$ cat src/rtl/cla_pkg.sv
// Shared definitions for the CLA BIST slice.
// Holds the controller state encoding, the default operand width and
// a helper that gives the width of a packed {a, b, cin} vector.
package cla_pkg;

    localparam int unsigned DEF_WIDTH = 4;

    typedef enum logic [1:0] {
        IDLE  = 2'd0,
        DRIVE = 2'd1,
        CHECK = 2'd2,
        DONE  = 2'd3
    } state_t;

    // Bits needed to hold one {a, b, cin} stimulus vector.
    function automatic int unsigned vec_w(input int unsigned width);
        return 2 * width + 1;
    endfunction

endpackage

$ cat src/rtl/cla_bist_vecgen.sv
// Vector index generator for the CLA BIST controller.
// Ports:
//   clk, rst_n  clock, asynchronous active-low reset
//   clr         restart the index at 0 (wins over inc)
//   inc         advance the index by one
//   idx         current vector index, {a, b, cin} packed
//   last        idx is the final vector of the run
//   a, b, cin   idx split into adder operands (a in the MSBs)
module cla_bist_vecgen
    import cla_pkg::*;
#(
    parameter int unsigned WIDTH       = DEF_WIDTH,
    parameter int unsigned NUM_VECTORS = 512
) (
    input  logic                      clk,
    input  logic                      rst_n,
    input  logic                      clr,
    input  logic                      inc,
    output logic [vec_w(WIDTH)-1:0]   idx,
    output logic                      last,
    output logic [WIDTH-1:0]          a,
    output logic [WIDTH-1:0]          b,
    output logic                      cin
);

    localparam int unsigned VW = vec_w(WIDTH);
    localparam logic [VW-1:0] LAST_IDX = VW'(NUM_VECTORS - 1);

    always_ff @(posedge clk or negedge rst_n) begin
        if (!rst_n) begin
            idx <= '0;
        end else if (clr) begin
            idx <= '0;
        end else if (inc) begin
            idx <= idx + VW'(1);
        end
    end

    assign last         = (idx == LAST_IDX);
    assign {a, b, cin}  = idx;

endmodule

$ cat src/rtl/cla_bist_ctrl.sv
// Built-in self-test controller for a combinational CLA adder.
// Walks {a, b, cin} vectors onto the adder, compares {c3, s} against the
// arithmetic sum, counts mismatches (saturating) and captures the first
// failing vector.
// Ports:
//   clk, rst_n           clock, asynchronous active-low reset
//   start, abort         run request / run cancel
//   dut_a, dut_b, dut_cin  stimulus to the adder
//   dut_s, dut_c3        adder result
//   busy, done, pass     run status
//   err_count            saturating mismatch count
//   fail_vec, fail_got   first failing {a,b,cin} and the {c3,s} seen there
module cla_bist_ctrl
    import cla_pkg::*;
#(
    parameter int unsigned WIDTH       = DEF_WIDTH,
    parameter int unsigned NUM_VECTORS = 512,
    parameter int unsigned ERR_W       = 10
) (
    input  logic               clk,
    input  logic               rst_n,
    input  logic               start,
    input  logic               abort,
    output logic [WIDTH-1:0]   dut_a,
    output logic [WIDTH-1:0]   dut_b,
    output logic               dut_cin,
    input  logic [WIDTH-1:0]   dut_s,
    input  logic               dut_c3,
    output logic               busy,
    output logic               done,
    output logic               pass,
    output logic [ERR_W-1:0]   err_count,
    output logic [2*WIDTH:0]   fail_vec,
    output logic [WIDTH:0]     fail_got
);

    localparam int unsigned VW = vec_w(WIDTH);
    localparam int unsigned SW = WIDTH + 1;

    state_t            state, state_nxt;
    logic [VW-1:0]     idx;
    logic              last;
    logic [WIDTH-1:0]  va, vb;
    logic              vcin;
    logic [SW-1:0]     exp_q;
    logic              first_fail;
    logic              go, running, mism;

    assign running = (state == DRIVE) || (state == CHECK);
    // start is only honoured when no run is in flight; it also beats abort.
    assign go      = start && !running;
    assign mism    = ({dut_c3, dut_s} != exp_q);

    cla_bist_vecgen #(
        .WIDTH       (WIDTH),
        .NUM_VECTORS (NUM_VECTORS)
    ) u_vecgen (
        .clk   (clk),
        .rst_n (rst_n),
        .clr   (go),
        .inc   ((state == CHECK) && !abort && !last),
        .idx   (idx),
        .last  (last),
        .a     (va),
        .b     (vb),
        .cin   (vcin)
    );

    always_ff @(posedge clk or negedge rst_n) begin
        if (!rst_n) begin
            state <= IDLE;
        end else begin
            state <= state_nxt;
        end
    end

    always_comb begin
        state_nxt = state;
        busy      = running;
        done      = (state == DONE);
        pass      = (state == DONE) && (err_count == '0);
        case (state)
            IDLE, DONE: if (start) state_nxt = DRIVE;
            DRIVE:      state_nxt = abort ? IDLE : CHECK;
            CHECK: begin
                if (abort)     state_nxt = IDLE;
                else if (last) state_nxt = DONE;
                else           state_nxt = DRIVE;
            end
            default:    state_nxt = IDLE;
        endcase
    end

    always_ff @(posedge clk or negedge rst_n) begin
        if (!rst_n) begin
            dut_a      <= '0;
            dut_b      <= '0;
            dut_cin    <= 1'b0;
            exp_q      <= '0;
            err_count  <= '0;
            fail_vec   <= '0;
            fail_got   <= '0;
            first_fail <= 1'b0;
        end else if (go) begin
            err_count  <= '0;
            fail_vec   <= '0;
            fail_got   <= '0;
            first_fail <= 1'b0;
        end else if (!abort) begin
            if (state == DRIVE) begin
                dut_a   <= va;
                dut_b   <= vb;
                dut_cin <= vcin;
                exp_q   <= SW'(va) + SW'(vb) + SW'(vcin);
            end else if ((state == CHECK) && mism) begin
                if (err_count != '1) err_count <= err_count + ERR_W'(1);
                if (!first_fail) begin
                    first_fail <= 1'b1;
                    fail_vec   <= idx;
                    fail_got   <= {dut_c3, dut_s};
                end
            end
        end
    end

endmodule

$ cat config.mk
export PLATFORM = sky130hd
export DESIGN_NAME = cla_bist_ctrl
export DESIGN_NICKNAME = d
export VERILOG_FILES = /design/src/rtl/cla_pkg.sv /design/src/rtl/cla_bist_vecgen.sv /design/src/rtl/cla_bist_ctrl.sv
export SDC_FILE = /design/constraint.sdc
export NUM_CORES = 1
export LEC_CHECK = 0
export CAP_MARGIN = 10
export CORE_MARGIN = 2
export CORE_UTILIZATION = 56
export CTS_CLUSTER_SIZE = 28
export DETAILED_ROUTE_END_ITERATION = 10
export PLACE_DENSITY = 0.84
export SLEW_MARGIN = 20
export SYNTH_ARGS = -nofsm -noshare
export SYNTH_HDL_FRONTEND = slang
export SYNTH_SLANG_ARGS = --single-unit
export TNS_END_PERCENT = 50
$ cat constraint.sdc
create_clock -name clk -period 4.1 [get_ports clk]
set_input_delay 0.615 -clock clk [delete_from_list [all_inputs] [get_ports clk]]
set_output_delay 0.615 -clock clk [all_outputs]
set_load 0.01 [all_outputs]
==> out/qor.json <==
{
  "power": {
    "switching_share_pct": 38.7,
    "vdd_drop_max_mv": 0.323,
    "p_per_area_nw_per_um2": 537,
    "cellLeakagePower_nw": 1.39,
    "comb_power_share_pct": 40.5,
    "portion_of_total_power_attributed_to_the_clock_network_pct": 17.5,
    "p_sw_w": 0.000643,
    "finalPower_w": 0.00166,
    "internal-power_w": 0.00102,
    "pwr-share-seq_pct": 42.0
  },
  "floorplan": {
    "full_die_area_um2": 5110,
    "chipHeight_um": 71.5,
    "die_w_um": 71.5,
    "pin_count": 45,
    "num_rows": 24,
    "starting_density_of_the_core_pct": 58.1,
    "core_area_um2": 4380
  },
  "synthesis": {
    "synth_seq_area_share_pct": 49.1,
    "synth_top_cells_by_count": "sky130_fd_sc_hd__dfrtp_1, sky130_fd_sc_hd__nand2_1, sky130_fd_sc_hd__a22o_1",
    "synth_area_leader_cell": "sky130_fd_sc_hd__dfrtp_1",
    "ys_ff_latch": 50,
    "synth-edff-count": 0,
    "async_flop_share_pct": 100,
    "synth_fp_nets": 260,
    "synth.avg_cell_area_um2": 10.7,
    "syn-instance-count": 238,
    "ys.flop_type": "sky130_fd_sc_hd__dfrtp_1",
    "synth_area_um2": 2550,
    "synth.lib_cells_used.distinct": 44,
    "yosys.area.top_type_share_pct": 49.1,
    "post-synth-top-count-cell": "sky130_fd_sc_hd__dfrtp_1",
    "ys_warn_count": 0,
    "synthTopCellsByArea": "sky130_fd_sc_hd__dfrtp_1, sky130_fd_sc_hd__ha_1, sky130_fd_sc_hd__a22o_1"
  },
  "timing": {
    "hold_viol": 0,
    "final_min_period_over_clock_period_pct": 61.8,
    "rsz0062_at_grt": "no",
    "final_setup_violation_count": 0,
    "fmax_ghz": 0.394,
    "finalSetupTns_ns": 0,
    "worst_pin_slew_ns": 0.999,
    "report.final.slew_viol_count": 0,
    "finalClockSkew_ns": 0.0104,
    "max_slew_margin_pct": 33.2,
    "finalCriticalPeriod_ns": 2.54,
    "final_layout_worst_hold_slack_ns": 0.397
  },
  "worst_setup_path": {
    "timing.critical_path.fanout_max": 5,
    "critical_path.startpoint": "err_count[0]",
    "timing.rr.start": "state[0]",
    "worst-endpoint-arrival_ns": 1.92,
    "timing.reg2reg.setup_slack_ns": 1.63,
    "critPathCaptureType": "output pin",
    "timing.setup.critical_path_class": "register to output pin",
    "endpoint_of_the_lowest_slack_register_to_register_path": "fail_vec[1]",
    "rr_worst_depth": 6,
    "worstSetupStartpointType": "register",
    "worstSetupEndpoint": "pass",
    "required_time_at_the_endpoint_of_the_critical_path_ns": 3.48
  },
  "cells_and_area": {
    "register_area_um2": 1250,
    "multiInputGateArea_um2": 1190,
    "antennaDiodeCount": 0,
    "fin_nets": 301,
    "post_route_cells_drive_above_1_share_pct": 7.86,
    "area_growth_syn_to_layout_pct": 21.4,
    "fill_cells": 333
  },
  "run_status": {
    "status": "finished clean"
  },
  "grt": {
    "antenna_found_initial": 0,
    "grt_pass1_vias": 1907,
    "grt_usage_pct": 23.4,
    "pin_count_of_the_biggest_net_entering_global_routing": 51,
    "grt_first_pass_wirelength_um": 9310,
    "grt_overflow": 0
  },
  "route": {
    "dr.first_iter.drc_count": 238,
    "wl_um": 5550,
    "num_vias": 1990,
    "drt_pass1_iterations": 4,
    "mean_number_of_vias_per_cell": 5.99,
    "detail_route.wl_per_cell_um": 16.7,
    "antenna_violating_nets_post_route": 0,
    "drt_drc_violations_left": 0
  },
  "worst_hold_path": {
    "worst_hold_path_type": "input pin to asynchronous set/reset pin"
  },
  "cts": {
    "clk_latency_ns": 0.31,
    "clk_transition_reported_paths_ns": 0.09,
    "cts_tree": "built",
    "cts_sinks": 50,
    "post-cts-setup-buffers": 0,
    "clock_tree.htree_level_count": 2,
    "worst_case_clock_buffer_depth": 2,
    "holdBufCountCts": 0,
    "tritoncts.num_buffers": 5,
    "clock-root-buffer": "sky130_fd_sc_hd__clkbuf_8",
    "cts.repair.resized": 0
  },
  "flow_run": {
    "timing.max_cap.violations": 0
  },
  "placement": {
    "place.gp.congestion": 0.876,
    "post-dp-hpwl_um": 3750,
    "port_buffers": 44
  }
}
-- area by class of cell --
class / count / share of cell area (%)
inverters: 13 / 1.58
repair buffers: 45 / 14.3
clock buffers: 5 / 2.22
multi-input cells: 164 / 38.6
flip-flops and latches: 50 / 40.5
well taps: 52 / 2.10
clock inverters: 3 / 0.688
-- worst max-delay path, stage by stage (launching register included) --
cell	delay, ns
sky130_fd_sc_hd__dfrtp_1	0.44
sky130_fd_sc_hd__inv_1	0.10
sky130_fd_sc_hd__ha_1	0.15
sky130_fd_sc_hd__nor4b_1	0.19
sky130_fd_sc_hd__and4b_1	0.22
sky130_fd_sc_hd__clkdlybuf4s50_1	0.53
-- power by group through the flow --
| stage | Sequential (W) | Combinational [W] | Clock, W |
|---|---|---|---|
| detailed placement | 0.000704 | 0.000674 | 0 |
| CTS | 0.000695 | 0.000675 | 0.000294 |
| global placement | 0.000701 | 0.000659 | 0 |
| global route | 0.000712 | 0.000743 | 0.000312 |
| floorplan | 0.000702 | 0.000405 | 0 |
| finish | 0.000697 | 0.000672 | 0.000291 |
-- logic make-up (layout without fill, tap and decap cells) --
| family | Yosys count | count (layout) | share of synthesized area (%) |
|---|---|---|---|
| mux | 11 | 11 | 4.71 |
| simple gates | 78 | 78 | 16.6 |
| xor+xnor | 12 | 12 | 4.12 |
| buf+inv | 24 | 66 | 4.03 |
| flops | 50 | 50 | 49.1 |
| compound gates | 50 | 50 | 14.4 |
| fa+ha+maj | 13 | 13 | 6.97 |
-- layer usage --
layer  track usage (%)  share of wire [%]
met1              33.2                 46
met2              36.1                 48
met4              8.81               0.83
met5                 0                  0
met3              4.50                5.5
-- worst min-delay path by stage --
stage | cells past startpoint | end | from | slack, ns
finish | 2 | state[0] | rst_n | 0.40
global route | 2 | fail_vec[2] | rst_n | 0.46
CTS | 2 | fail_vec[5] | rst_n | 0.42
detailed placement | 1 | fail_got[0] | fail_got[0] | 0.48
global placement | 2 | dut_a[1] | dut_a[1] | 0.47
floorplan | 0 | dut_a[0] | rst_n | 0.32
-- flip-flops by register name, indices dropped and copies added, names as in the netlist --
signal and flops:
err_count 10, fail_vec 9, u_vecgen.idx 9, exp_q 5
fail_got 5, dut_a 4, dut_b 4, state 2
dut_cin 1, first_fail 1
-- through the flow --
stage	cell area [um2]	utilization, %	std cells	setup slack, ns
global placement	3000	68.5	324	1.49
floorplan	2550	-	238	2.10
finish	3090	70.5	332	1.56
global route	3090	70.5	332	1.40
CTS	3090	70.5	332	1.53
detailed placement	3000	68.5	324	1.40
-- placed cells by master (no fill, tap or decap), types with 5 or more instances in the layout --
cell / netlist / layout
sky130_fd_sc_hd__a22o_1: 14 / 14
sky130_fd_sc_hd__nand4_1: 8 / 8
sky130_fd_sc_hd__ha_1: 11 / 11
sky130_fd_sc_hd__nand2_1: 22 / 22
sky130_fd_sc_hd__nand3_1: 7 / 7
sky130_fd_sc_hd__a21oi_1: 7 / 7
sky130_fd_sc_hd__nor2_1: 13 / 13
sky130_fd_sc_hd__clkbuf_8: 0 / 5
sky130_fd_sc_hd__xnor2_1: 8 / 8
sky130_fd_sc_hd__inv_1: 13 / 13
sky130_fd_sc_hd__or4_1: 5 / 5
sky130_fd_sc_hd__clkdlybuf4s50_1: 0 / 43
sky130_fd_sc_hd__dfrtp_1: 50 / 50
sky130_fd_sc_hd__mux2_2: 8 / 8
sky130_fd_sc_hd__o211ai_1: 5 / 5
sky130_fd_sc_hd__o21ai_0: 9 / 9
Note: power is estimated with default switching activity, not from simulation.
